`src/rtl/fifo_axis_pkg.sv`:
```
// Shared widths, helpers and output-register state for the FIFO-to-AXI4-Stream packer.
package fifo_axis_pkg;

  localparam int BYTE_W = 8;

  typedef enum logic {
    EMPTY = 1'b0,
    FULL  = 1'b1
  } out_state_t;

  // One extra bit so the count can hold BYTES itself (beat full).
  function automatic int lane_cnt_w(input int bytes);
    return $clog2(bytes) + 1;
  endfunction

  function automatic int beat_cnt_w(input int max_beats);
    return (max_beats > 1) ? $clog2(max_beats) : 1;
  endfunction

endpackage

```
`src/rtl/bit_sync.sv`:
```
// Two-flop level synchroniser into the rclk domain, async active-low reset.
module bit_sync (
  input  logic rclk,
  input  logic resetn,
  input  logic d,
  output logic q
);

  logic meta;

  always_ff @(posedge rclk or negedge resetn) begin
    if (!resetn) begin
      meta <= 1'b0;
      q    <= 1'b0;
    end else begin
      meta <= d;
      q    <= meta;
    end
  end

endmodule

```
`src/rtl/fifo_axis_packer.sv`:
```
// Drains the byte FIFO into little-endian AXI4-Stream beats; idle timeout flushes a partial/null beat with tlast.
// Optional build macro FIFO_AXIS_PKT_LIMIT_EN forces tlast every MAX_BEATS beats; overrun latches a sticky irq.
module fifo_axis_packer
  import fifo_axis_pkg::*;
#(
  parameter int BYTES     = 4,
  parameter int MAX_BEATS = 256
) (
  input  logic                      rclk,
  input  logic                      resetn,
  output logic                      fifo_rinc,
  input  logic [BYTE_W-1:0]         fifo_rdata,
  input  logic                      fifo_rempty,
  input  logic                      fifo_tout,
  input  logic                      fifo_overrun,
  output logic [BYTE_W*BYTES-1:0]   m_axis_tdata,
  output logic [BYTES-1:0]          m_axis_tkeep,
  output logic                      m_axis_tlast,
  output logic                      m_axis_tvalid,
  input  logic                      m_axis_tready,
  output logic                      irq_overrun,
  input  logic                      ovr_clr
);

  localparam int LW = lane_cnt_w(BYTES);
  localparam int BW = beat_cnt_w(MAX_BEATS);

  if ((BYTES < 1) || ((BYTES & (BYTES - 1)) != 0)) begin : g_bytes_chk
    $error("fifo_axis_packer: BYTES must be a power of 2");
  end

  logic                         tout_s;
  logic                         ovr_s;
  logic                         tout_q;
  logic                         ovr_q;
  logic                         run;
  logic                         rd_pend;
  logic                         flush_pend;
  logic                         edge_pend;
  logic [LW-1:0]                lane_cnt;
  logic [BW-1:0]                beat_cnt;
  logic [BYTES-1:0][BYTE_W-1:0] pack;
  out_state_t                   out_state;

  logic [LW:0]                  fill;
  logic                         tout_rise;
  logic                         ovr_rise;
  logic                         beat_open;
  logic                         out_free;
  logic                         full_close;
  logic                         flush_close;
  logic                         null_close;
  logic                         flush_idle;
  logic                         flush_arm;
  logic                         flush_done;
  logic                         close;
  logic                         limit_last;
  logic                         last_c;
  logic [BYTES-1:0]             keep_c;

  bit_sync u_tout_sync (
    .rclk   (rclk),
    .resetn (resetn),
    .d      (fifo_tout),
    .q      (tout_s)
  );

  bit_sync u_ovr_sync (
    .rclk   (rclk),
    .resetn (resetn),
    .d      (fifo_overrun),
    .q      (ovr_s)
  );

  // run keeps the read strobe low while reset is asserted and for the first cycle after it.
  assign fill      = {1'b0, lane_cnt} + {{LW{1'b0}}, rd_pend};
  assign fifo_rinc = run & ~fifo_rempty & (fill < (LW+1)'(BYTES)) & ~flush_pend;

  assign tout_rise = tout_s & ~tout_q;
  assign ovr_rise  = ovr_s & ~ovr_q;
  assign beat_open = (beat_cnt != '0);
  assign out_free  = (out_state == EMPTY) | m_axis_tready;

  // A full beat always closes first; a pending flush then sees lane_cnt==0 and emits a null beat.
  assign full_close  = (lane_cnt == LW'(BYTES));
  assign flush_close = flush_pend & ~full_close & (lane_cnt != '0);
  assign null_close  = flush_pend & ~full_close & (lane_cnt == '0) & beat_open;
  assign flush_idle  = flush_pend & ~full_close & (lane_cnt == '0) & ~beat_open;
  assign close       = out_free & (full_close | flush_close | null_close);
  assign flush_done  = flush_idle | (out_free & (flush_close | null_close));

  // The timeout edge is only acted on once the FIFO has drained and no byte is in flight.
  assign flush_arm   = (edge_pend | tout_rise) & fifo_rempty & ~rd_pend & ~flush_pend;

`ifdef FIFO_AXIS_PKT_LIMIT_EN
  assign limit_last = (beat_cnt == BW'(MAX_BEATS - 1));
`else
  assign limit_last = 1'b0;
`endif

  assign last_c = flush_close | null_close | limit_last;

  always_comb begin
    keep_c = '0;
    for (int i = 0; i < BYTES; i++) begin
      keep_c[i] = (LW'(i) < lane_cnt);
    end
  end

  assign m_axis_tvalid = (out_state == FULL);

  always_ff @(posedge rclk or negedge resetn) begin
    if (!resetn) begin
      run        <= 1'b0;
      rd_pend    <= 1'b0;
      tout_q     <= 1'b0;
      ovr_q      <= 1'b0;
      edge_pend  <= 1'b0;
      flush_pend <= 1'b0;
    end else begin
      run       <= 1'b1;
      rd_pend   <= fifo_rinc;
      tout_q    <= tout_s;
      ovr_q     <= ovr_s;
      edge_pend <= (edge_pend | tout_rise) & ~flush_arm;
      if (flush_arm) begin
        flush_pend <= 1'b1;
      end else if (flush_done) begin
        flush_pend <= 1'b0;
      end
    end
  end

  // Pack register: a close and a lane write never coincide, since reads stop before the beat fills
  // and are blocked while a flush is pending.
  always_ff @(posedge rclk or negedge resetn) begin
    if (!resetn) begin
      lane_cnt <= '0;
      pack     <= '0;
    end else if (close) begin
      lane_cnt <= '0;
      pack     <= '0;
    end else if (rd_pend) begin
      for (int i = 0; i < BYTES; i++) begin
        if (lane_cnt == LW'(i)) begin
          pack[i] <= fifo_rdata;
        end
      end
      lane_cnt <= lane_cnt + LW'(1);
    end
  end

  always_ff @(posedge rclk or negedge resetn) begin
    if (!resetn) begin
      beat_cnt <= '0;
    end else if (close) begin
      if (last_c) begin
        beat_cnt <= '0;
`ifdef FIFO_AXIS_PKT_LIMIT_EN
      end else begin
        beat_cnt <= beat_cnt + BW'(1);
      end
`else
      end else if (beat_cnt != '1) begin
        beat_cnt <= beat_cnt + BW'(1);
      end
`endif
    end
  end

  always_ff @(posedge rclk or negedge resetn) begin
    if (!resetn) begin
      out_state    <= EMPTY;
      m_axis_tdata <= '0;
      m_axis_tkeep <= '0;
      m_axis_tlast <= 1'b0;
    end else if (close) begin
      out_state    <= FULL;
      m_axis_tdata <= pack;
      m_axis_tkeep <= keep_c;
      m_axis_tlast <= last_c;
    end else if (m_axis_tready) begin
      out_state <= EMPTY;
    end
  end

  // A new overrun edge wins over a clear in the same cycle.
  always_ff @(posedge rclk or negedge resetn) begin
    if (!resetn) begin
      irq_overrun <= 1'b0;
    end else if (ovr_rise) begin
      irq_overrun <= 1'b1;
    end else if (ovr_clr) begin
      irq_overrun <= 1'b0;
    end
  end

endmodule

```
`config.mk`:
```
export PLATFORM = sky130hd
export DESIGN_NAME = fifo_axis_packer
export DESIGN_NICKNAME = d
export VERILOG_FILES = /design/src/rtl/fifo_axis_pkg.sv /design/src/rtl/bit_sync.sv /design/src/rtl/fifo_axis_packer.sv
export SDC_FILE = /design/constraint.sdc
export NUM_CORES = 1
export LEC_CHECK = 0
export BUFFER_PORTS_ARGS = -buffer_cell sky130_fd_sc_hd__clkbuf_2
export CORE_MARGIN = 2
export CORE_UTILIZATION = 64
export CTS_BUF_LIST = sky130_fd_sc_hd__clkbuf_4 sky130_fd_sc_hd__clkbuf_8
export DETAILED_ROUTE_END_ITERATION = 8
export HOLD_SLACK_MARGIN = 0.02
export PLACE_DENSITY = 0.85
export SYNTH_ARGS = -nofsm -noshare
export SYNTH_HDL_FRONTEND = slang
export SYNTH_SLANG_ARGS = --single-unit
```
`constraint.sdc`:
```
create_clock -name rclk -period 3.6 [get_ports rclk]
set_input_delay 0.54 -clock rclk [delete_from_list [all_inputs] [get_ports rclk]]
set_output_delay 0.54 -clock rclk [all_outputs]
set_load 0.005 [all_outputs]
```
==> flow_summary.json, run 1 <==
{
  "cp-end-kind": "flip-flop",
  "std_cell_rows": 28,
  "post_cts_resize_count": 0,
  "fin_area_um2": 4420,
  "num_vias": 2706,
  "clock_latency_ns": 0.36,
  "synth_cells": 345,
  "synth-async-reset-ratio": 1.000,
  "grt_pass1_wl_mm": 12.65,
  "skew_ns": 0.01025,
  "yosysUniqueCellTypes": 42,
  "clockRootBuffer": "clkbuf_8",
  "critPathCapture": "m_axis_tdata[21]",
  "io_buffers": 54,
  "postCtsSetupBuffers": 0,
  "worstMarginPinSlew_ns": 1.108,
  "grt_max_degree": 93,
  "clock_path_buffers": 2,
  "cts.clk_slew.worst_paths_ns": 0.09,
  "critPathKind": "flip-flop to flip-flop",
  "routed_via_density": 5.709,
  "gr-total-overflow": 0,
  "htreeDepth": 3,
  "drv_cap": 0,
  "grt_pass1_vias": 2636,
  "syn_avg_cell_area_um2": 11.41,
  "reg2reg_slack_ns": 0.85,
  "holdBufCountCts": 0,
  "status": "complete, no violations",
  "start_util": 0.6648,
  "design.portCount": 55,
  "synth.ff_latch_count": 92,
  "routed_wirelength_mm": 7.826,
  "routabilityCongestion": 0.9162,
  "diodes": 0,
  "max-vdd-ir-drop_mv": 0.5579,
  "required_ns": 3.85,
  "synth_nets": 365,
  "preCtsSetupSlack_ns": 0.8907,
  "hold_viol": 0,
  "drt_first_pass_iters": 4,
  "period_share": 0.7625,
  "antenna_found_initial": 0,
  "whs_ns": 0.2818,
  "fin_ws_ns": 0.8549,
  "postPlaceCellArea_um2": 4215,
  "cp_max_fo": 70,
  "worstHoldPathCells": 1,
  "fin_nets": 414,
  "wl_per_cell_um": 16.51,
  "syn-cell-area_um2": 3936,
  "p_leak_nw": 2.162,
  "rsz0062_at_grt": "no",
  "post-route-util": 0.7466,
  "drtIter0Drc": 280,
  "die_h_um": 82.43,
  "core-area_um2": 5921,
  "n_fill_cell": 398,
  "drc": 0,
  "tns_ns": 0,
  "fmax_mhz": 364.3,
  "ys_seq_area_frac": 0.5849,
  "min_path_type": "primary input to flip-flop",
  "synth-edff-count": 0,
  "numCtsBuffers": 9,
  "dpl.hpwl_mm": 5.266,
  "yosysWarnings": 0,
  "fp.dieW_um": 82.43,
  "r2r_start": "lane_cnt[0]",
  "period_minus_slack_ns": 2.745,
  "setup-violations-final": 0,
  "rr_worst_depth": 6,
  "areaGrowthSynthToFinish_pct": 12.30,
  "die_area_um2": 6794,
  "clkSinkCount": 92,
  "multi_input_area_um2": 1498,
  "synth_ff_type": "dfrtp_1",
  "ant_nets": 0,
  "critPathLaunchType": "flip-flop",
  "relSlewSlack": 0.2613,
  "r2r-end": "m_axis_tdata[21]",
  "grtUsageTotal": 0.2523,
  "drv_slew": 0,
  "regArea_um2": 2302,
  "cp_data_arrival_time_ns": 3.00,
  "powerDensity_nw_per_um2": 799.0,
  "tritoncts": "done",
  "drive_gt1_frac": 0.2757,
  "critPathLaunch": "lane_cnt[0]"
}
[per-stage QoR]
| step | power (mW) | instances |
|---|---|---|
| global route | 3.762 | 474 |
| finish | 3.532 | 474 |
| global placement | 2.771 | 458 |
| CTS | 3.560 | 474 |
| detailed placement | 2.848 | 458 |
| floorplan | 2.480 | 345 |
[layout by cell type, fill, tap and decap left out, types with 2 or more instances in the layout]
cell type  instances
dfrtp_1           92
nor2b_1            3
inv_1              9
clkbuf_2          53
o211ai_1           3
and2_1             3
o21ai_0            9
a21oi_1           39
nand4_1            2
mux2_4            30
nand2_1           65
buf_4              3
o32a_1             2
clkbuf_8          10
mux2i_1            2
nand3_1           21
nor2_1            14
ha_1               5
nor3_1             3
and3_1             3
mux2_2             3
[metal layers]
layer	track usage	wire length [um]	vias to the layer above
li1	-	-	1273
met1	0.3222	3248	1335
met2	0.4121	3968	84
met3	0.07065	439	14
met4	0.09333	170	0
met5	0	0	-
[sequential cells by signal, indices dropped and copies added (netlist names)]
register          flops
run                   1
u_tout_sync.q         1
m_axis_tlast          1
rd_pend               1
lane_cnt              3
m_axis_tkeep          4
beat_cnt              8
u_tout_sync.meta      1
u_ovr_sync.q          1
tout_q                1
pack                 32
flush_pend            1
m_axis_tdata         32
u_ovr_sync.meta       1
m_axis_tvalid         1
edge_pend             1
irq_overrun           1
ovr_q                 1
[worst min path at each step]
stage | startpoint | endpoint | slack, ns
after floorplan | resetn | beat_cnt[0] | 0.24
after global placement | u_tout_sync.meta | u_tout_sync.q | 0.33
after detailed placement | u_ovr_sync.meta | u_ovr_sync.q | 0.34
after CTS | fifo_tout | u_tout_sync.meta | 0.27
after global routing | fifo_tout | u_tout_sync.meta | 0.27
final | fifo_tout | u_tout_sync.meta | 0.28
[cell type report]
class / instances / area share
Clock inverter: 5 / 0.01359
Multi-Input combinational cell: 226 / 0.3388
Sequential cell: 92 / 0.5208
Clock buffer: 11 / 0.03283
Tap cell: 75 / 0.02123
Timing Repair Buffer: 56 / 0.06510
Inverter: 9 / 0.007642
[critical path, cell delays in order, from the launching register on]
cell     delay (ns)
dfrtp_1        0.44
inv_1          0.12
ha_1           0.43
nand2_1        0.28
a21oi_4        0.20
buf_4          0.73
mux2_2         0.42
[power by group]
part | internal [mW] | switching [mW]
combinational | 0.610 | 0.578
clock | 0.350 | 0.357
sequential | 1.38 | 0.252
[cell families after synthesis]
logic type | count (synthesis) | share of synthesized area
XOR/XNOR | 2 | 0.004451
flip-flops | 92 | 0.5849
multiplexers | 35 | 0.1281
other | 1 | 0.0009527
buffers and inverters | 27 | 0.03655
adder cells (fa/ha/maj) | 5 | 0.01589
AND/OR/NAND/NOR | 122 | 0.1405
AO/OA/AOI/OAI | 61 | 0.08869
[synthesized netlist by cell type, types with 2 or more instances]
| library cell | count | area share |
|---|---|---|
| nand2_1 | 65 | 0.062 |
| buf_1 | 3 | 0.0029 |
| mux2_2 | 3 | 0.0086 |
| a21oi_1 | 39 | 0.050 |
| nor3_1 | 3 | 0.0038 |
| o21ai_0 | 9 | 0.011 |
| buf_4 | 3 | 0.0057 |
| nand4_1 | 2 | 0.0032 |
| o32a_1 | 2 | 0.0051 |
| buf_6 | 4 | 0.011 |
| and2_1 | 3 | 0.0048 |
| dfrtp_1 | 92 | 0.58 |
| and3_1 | 3 | 0.0048 |
| nand3_1 | 21 | 0.027 |
| ha_1 | 5 | 0.016 |
| nor2_1 | 14 | 0.013 |
| mux2i_1 | 2 | 0.0051 |
| nor2b_1 | 3 | 0.0048 |
| mux2_4 | 30 | 0.11 |
| o211ai_1 | 3 | 0.0057 |
| inv_1 | 9 | 0.0086 |
| clkbuf_1 | 7 | 0.0067 |
Note: power is estimated with default switching activity, not from simulation.
==> inputs of run 2 (changes only) <==
ABC_AREA = 1   (was default)
CORE_UTILIZATION = 53   (was 64)
PLACE_DENSITY = 0.74   (was 0.85)
clock period = 2.3 ns   (was 3.6 ns; I/O delays follow)
==> flow_summary.json, run 2 <==
{
  "cp-end-kind": "output pin",
  "critPathLaunch": "rd_pend",
  "drt_first_pass_iters": 4,
  "design_power_total_mw": 5.183,
  "numCtsBuffers": 9,
  "tritoncts": "done",
  "syn-cell-area_um2": 3935,
  "preCtsSetupSlack_ns": 0.3738,
  "areaGrowthSynthToFinish_pct": 14.94,
  "synth-async-reset-ratio": 1.000,
  "grt_pass1_wl_mm": 14.14,
  "reg.largest.list": "m_axis_tdata: 32 flops, pack: 32 flops, beat_cnt: 8 flops",
  "clock_path_buffers": 2,
  "ys_seq_area_frac": 0.5851,
  "top_layer_used": "met4",
  "synth.ff_latch_count": 92,
  "critPathCapture": "fifo_rinc",
  "design.portCount": 55,
  "skew_ns": 0.01244,
  "p_leak_nw": 2.571,
  "drc": 0,
  "hold_viol": 0,
  "grt_pass1_vias": 3038,
  "grt_max_degree": 52,
  "max-vdd-ir-drop_mv": 0.7414,
  "r2r_start": "lane_cnt[0]",
  "routed_via_density": 5.094,
  "dpl.hpwl_mm": 5.417,
  "period_share": 0.9468,
  "cp_data_arrival_time_ns": 1.83,
  "drv_slew": 0,
  "core-area_um2": 7214,
  "tns_ns": 0,
  "cp_max_fo": 9,
  "cp_num_cells": 4,
  "yosys.area.top_type_share": 0.5851,
  "htreeDepth": 3,
  "routed_wirelength_mm": 8.014,
  "critPathKind": "flip-flop to output pin",
  "crit_buf_inv": 2,
  "yosys-top-cells-area": "dfrtp_1 (59%), nand2_1 (17%), nand3_1 (10%), nor2_1 (2.4%), inv_1 (2.3%)",
  "synth_ff_type": "dfrtp_1",
  "std_cell_rows": 31,
  "final_cell_mix": "nand2_1 (178), dfrtp_1 (92), nand3_1 (79)",
  "wl_met1_mm": 3.693,
  "clockRootBuffer": "clkbuf_8",
  "yosysWarnings": 0,
  "slowest_delay_ns": 0.58,
  "wl_per_cell_um": 13.03,
  "n_fill_cell": 654,
  "start_util": 0.5454,
  "slowest_stage": "a2111oi_1",
  "syn_avg_cell_area_um2": 8.744,
  "r2r-end": "pack[21]",
  "antenna_found_initial": 0,
  "reg2reg_slack_ns": 0.34,
  "gr-total-overflow": 0,
  "synth_top_area_cell": "dfrtp_1",
  "fin_ws_ns": 0.1225,
  "critPathTopFamily": "compound AO/OA/AOI/OAI gates",
  "routabilityCongestion": 0.8329,
  "worstMarginPinSlew_ns": 0.6280,
  "required_ns": 1.96,
  "status": "complete, no violations",
  "rsz0062_at_grt": "no",
  "relSlewSlack": 0.5803,
  "powerDensity_nw_per_um2": 1146,
  "dr_wl_met3_um": 342,
  "num_vias": 3133,
  "clock_latency_ns": 0.36,
  "critPathLaunchType": "flip-flop",
  "synth_commonest_cells": "nand2_1 (178), dfrtp_1 (92), nand3_1 (79), nor2_1 (25), inv_1 (24)",
  "die_area_um2": 8130,
  "synth_cells": 450,
  "cts.clk_slew.worst_paths_ns": 0.10,
  "drtIter0Drc": 241,
  "fmax_mhz": 459.2,
  "wl_met2_mm": 3.836,
  "drive_gt1_frac": 0.1822,
  "fin_nets": 531,
  "min_path_type": "primary input to flip-flop",
  "rr_worst_depth": 10,
  "path_cells": "nand2_1, inv_1, a2111oi_1, clkbuf_2",
  "diodes": 0,
  "final_common_cell": "nand2_1",
  "drv_cap": 0,
  "ant_nets": 0,
  "post-synth-top-count-cell": "nand2_1",
  "die_h_um": 90.17,
  "yosysUniqueCellTypes": 27,
  "grtUsageTotal": 0.2140,
  "clkSinkCount": 92,
  "period_minus_slack_ns": 2.178,
  "synth-edff-count": 0,
  "setup-violations-final": 0,
  "postCtsSetupBuffers": 0,
  "io_buffers": 54,
  "synth_nets": 470,
  "fp.dieW_um": 90.17
}
run 2: how the worst min path moves through the flow:
stage | startpoint | depth (start not counted) | to | slack, ns
final | fifo_overrun | 1 | u_ovr_sync.meta | 0.08
after global routing | fifo_overrun | 1 | u_ovr_sync.meta | 0.07
after CTS | fifo_overrun | 1 | u_ovr_sync.meta | 0.07
after detailed placement | u_ovr_sync.meta | 0 | u_ovr_sync.q | 0.34
after global placement | u_ovr_sync.meta | 0 | u_ovr_sync.q | 0.33
after floorplan | resetn | 0 | beat_cnt[0] | 0.05
run 2: area by class of cell:
cell class              count  area [um^2]  share of cell area
flip-flops and latches     92         2302              0.5090
repair buffers             66        377.9             0.08354
clock inverters             7        75.07             0.01660
multi-input cells         314         1415              0.3129
inverters                  28        105.1             0.02324
well taps                  99        123.9             0.02739
clock buffers               9        123.9             0.02739
run 2: worst reg2reg max path, delay by kind of cell, from the launching register on:
kind | cells | cell delay [ns]
adders and majority gates | 1 | 0.24
buffers and inverters | 2 | 0.37
DFF | 1 | 0.45
and+or+nand+nor | 7 | 0.84
run 2: where the power goes:
group | total [mW] | switching [mW] | leakage [nW] | internal [mW]
clock network | 1.11 | 0.595 | 0.104 | 0.510
registers | 2.25 | 0.254 | 1.24 | 2.00
logic | 1.82 | 1.19 | 1.22 | 0.635
total | 5.18 | 2.04 | 2.57 | 3.14
run 2: through the flow:
stage               std cells  hold slack [ns]  utilization  area [um^2]
floorplan                 450          0.04941            -         3935
global placement          598           0.3340       0.5978         4313
detailed placement        598           0.3443       0.5978         4313
CTS                       615          0.07263       0.6268         4522
global route              615          0.07013       0.6270         4523
finish                    615          0.08059       0.6270         4523
run 2: timing repair:
| item | CTS | global route |
|---|---|---|
| hold buffers | 1 | 0 |
| setup endpoints to repair | 0 | 1 |
| endpoints found under the hold margin | 2 | 0 |
| gates resized for setup | 0 | 1 |
run 2: routing by layer:
layer  track usage  vias up
li1              -     1547
met1        0.3054     1502
met2        0.3302       71
met3       0.03185       13
met4       0.09231        0
met5             0        -
run 2: cells by family (layout without fill, tap and decap cells):
family | after synthesis | count (layout) | share of synthesized area
buf+inv | 44 | 110 | 0.05564
simple gates | 292 | 292 | 0.3145
xor+xnor | 2 | 2 | 0.004452
fa+ha+maj | 5 | 5 | 0.01590
flops | 92 | 92 | 0.5851
compound gates | 14 | 14 | 0.02353
other cells | 1 | 1 | 0.0009530
==> inputs of run 3 (changes only) <==
CORE_MARGIN = default   (was 2)
CORE_UTILIZATION = 35   (was 53)
PLACE_DENSITY = 0.52   (was 0.74)
==> flow_summary.json, run 3 (synthesis results as in run 2) <==
{
  "grt_pass1_wl_mm": 14.50,
  "clock_latency_ns": 0.37,
  "critPathKind": "flip-flop to output pin",
  "preCtsSetupSlack_ns": 0.3555,
  "diodes": 0,
  "post-route-util": 0.4239,
  "wl_per_cell_um": 13.03,
  "final_common_cell": "nand2_1",
  "slowest_stage": "a2111oi_0",
  "antenna_found_initial": 0,
  "routed_via_density": 4.637,
  "areaGrowthSynthToFinish_pct": 17.30,
  "drt_first_pass_iters": 4,
  "setup-violations-final": 0,
  "min_path_type": "primary input to flip-flop",
  "design_power_total_mw": 5.352,
  "start_util": 0.3614,
  "holdBufCountCts": 1,
  "postPlaceCellArea_um2": 4382,
  "drc": 0,
  "whs_ns": 0.08584,
  "tritoncts": "done",
  "powerDensity_nw_per_um2": 1160,
  "reg.largest.list": "m_axis_tdata: 32 flops, pack: 32 flops, beat_cnt: 8 flops",
  "period_minus_slack_ns": 2.066,
  "p_switching_mw": 2.044,
  "worstMarginPinSlew_ns": 0.5362,
  "ant_nets": 0,
  "io_buffers": 54,
  "path_cells": "nand2_1, inv_1, a2111oi_0, clkbuf_2",
  "tns_ns": 0,
  "fmax_mhz": 484.1,
  "dpl.hpwl_mm": 5.812,
  "fin_nets": 530,
  "period_share": 0.8982,
  "htreeDepth": 3,
  "drv_cap": 0,
  "cts.clk_slew.worst_paths_ns": 0.08,
  "postCtsSetupBuffers": 0,
  "status": "complete, no violations",
  "drive_gt1_frac": 0.1806,
  "routabilityCongestion": 0.8169,
  "critPathLaunchType": "flip-flop",
  "num_vias": 3037,
  "clockPowerShare": 0.230,
  "cp_max_fo": 9,
  "rsz0062_at_grt": "no",
  "grt_pass1_vias": 2949,
  "required_ns": 1.96,
  "die_area_um2": 11670,
  "drtIter0Drc": 134,
  "skew_ns": 0.01295,
  "sw_frac_of_total": 0.3819,
  "slowest_delay_ns": 0.49,
  "clockRootBuffer": "clkbuf_8",
  "grtUsageTotal": 0.1628,
  "fin_area_um2": 4616,
  "fin_ws_ns": 0.2341,
  "clkSinkCount": 92,
  "pwr-share-seq": 0.420,
  "final_cell_mix": "nand2_1 (178), dfrtp_1 (92), nand3_1 (79)",
  "post_cts_resize_count": 0,
  "cp_data_arrival_time_ns": 1.72,
  "p_leak_nw": 2.585,
  "cp-end-kind": "output pin",
  "comb_power_share": 0.350,
  "drv_slew": 0,
  "dp_cells": 638,
  "numCtsBuffers": 9,
  "std_cell_rows": 38,
  "die_h_um": 108.0,
  "gr-total-overflow": 0,
  "design.portCount": 55,
  "grt_max_degree": 45,
  "core-area_um2": 10890,
  "fp.dieW_um": 108.0,
  "clock_path_buffers": 2,
  "max-vdd-ir-drop_mv": 0.4201,
  "hold_viol": 0,
  "relSlewSlack": 0.6333,
  "intPower_mw": 3.308,
  "routed_wirelength_mm": 8.536,
  "instances_no_fill": 655
}
run 3: changes by cell type in the layout (fill, tap and decap cells not counted):
cell / delta
clkinvlp_4: +1
clkinv_4: -2
buf_4: -3
a2111oi_1: -1
buf_12: +2
a2111oi_0: +1
clkbuf_8: +1
bufinv_16: +1
inv_6: -1
run 3: path summary, 6_finish.rpt:
path | slack (ns) | start | endpoint | cells past startpoint
worst max-delay path | 0.23 | rd_pend | fifo_rinc | 4
worst min-delay path | 0.09 | fifo_tout | u_tout_sync.meta | 1
worst max register to register | 0.33 | lane_cnt[0] | pack[24] | 10
min in group asynchronous | 0.40 | resetn | lane_cnt[2] | 2
worst min register to register | 0.35 | u_tout_sync.meta | u_tout_sync.q | 0
max in group asynchronous | 1.24 | resetn | pack[5] | 3
run 3: critical path: cells and delay by family, from the launching register on:
family / cells / cell delay (ns)
AO/OA/AOI/OAI: 1 / 0.49
buffers and inverters: 2 / 0.27
flip-flops: 1 / 0.48
AND/OR/NAND/NOR: 1 / 0.12
run 3: final cells by class:
class,instances,area [um^2]
multi-input cells,314,1414
well taps,140,175.2
repair buffers,65,395.4
clock inverters,6,86.33
fillers,1117,6272
flip-flops and latches,92,2302
inverters,28,105.1
clock buffers,10,137.6
run 3: power by group through the flow:
stage | logic (mW) | registers, mW | clock network (mW)
finish | 1.87 | 2.25 | 1.23
global route | 2.15 | 2.31 | 1.32
CTS | 1.91 | 2.25 | 1.26
detailed placement | 1.89 | 2.28 | 0
global placement | 1.87 | 2.28 | 0
floorplan | 1.37 | 2.24 | 0
run 3: per-layer routing:
metal,GRT usage,wire length (um)
met1,0.2273,4330
met2,0.2461,3818
met3,0.03376,259
met4,0.06654,129
met5,0,0
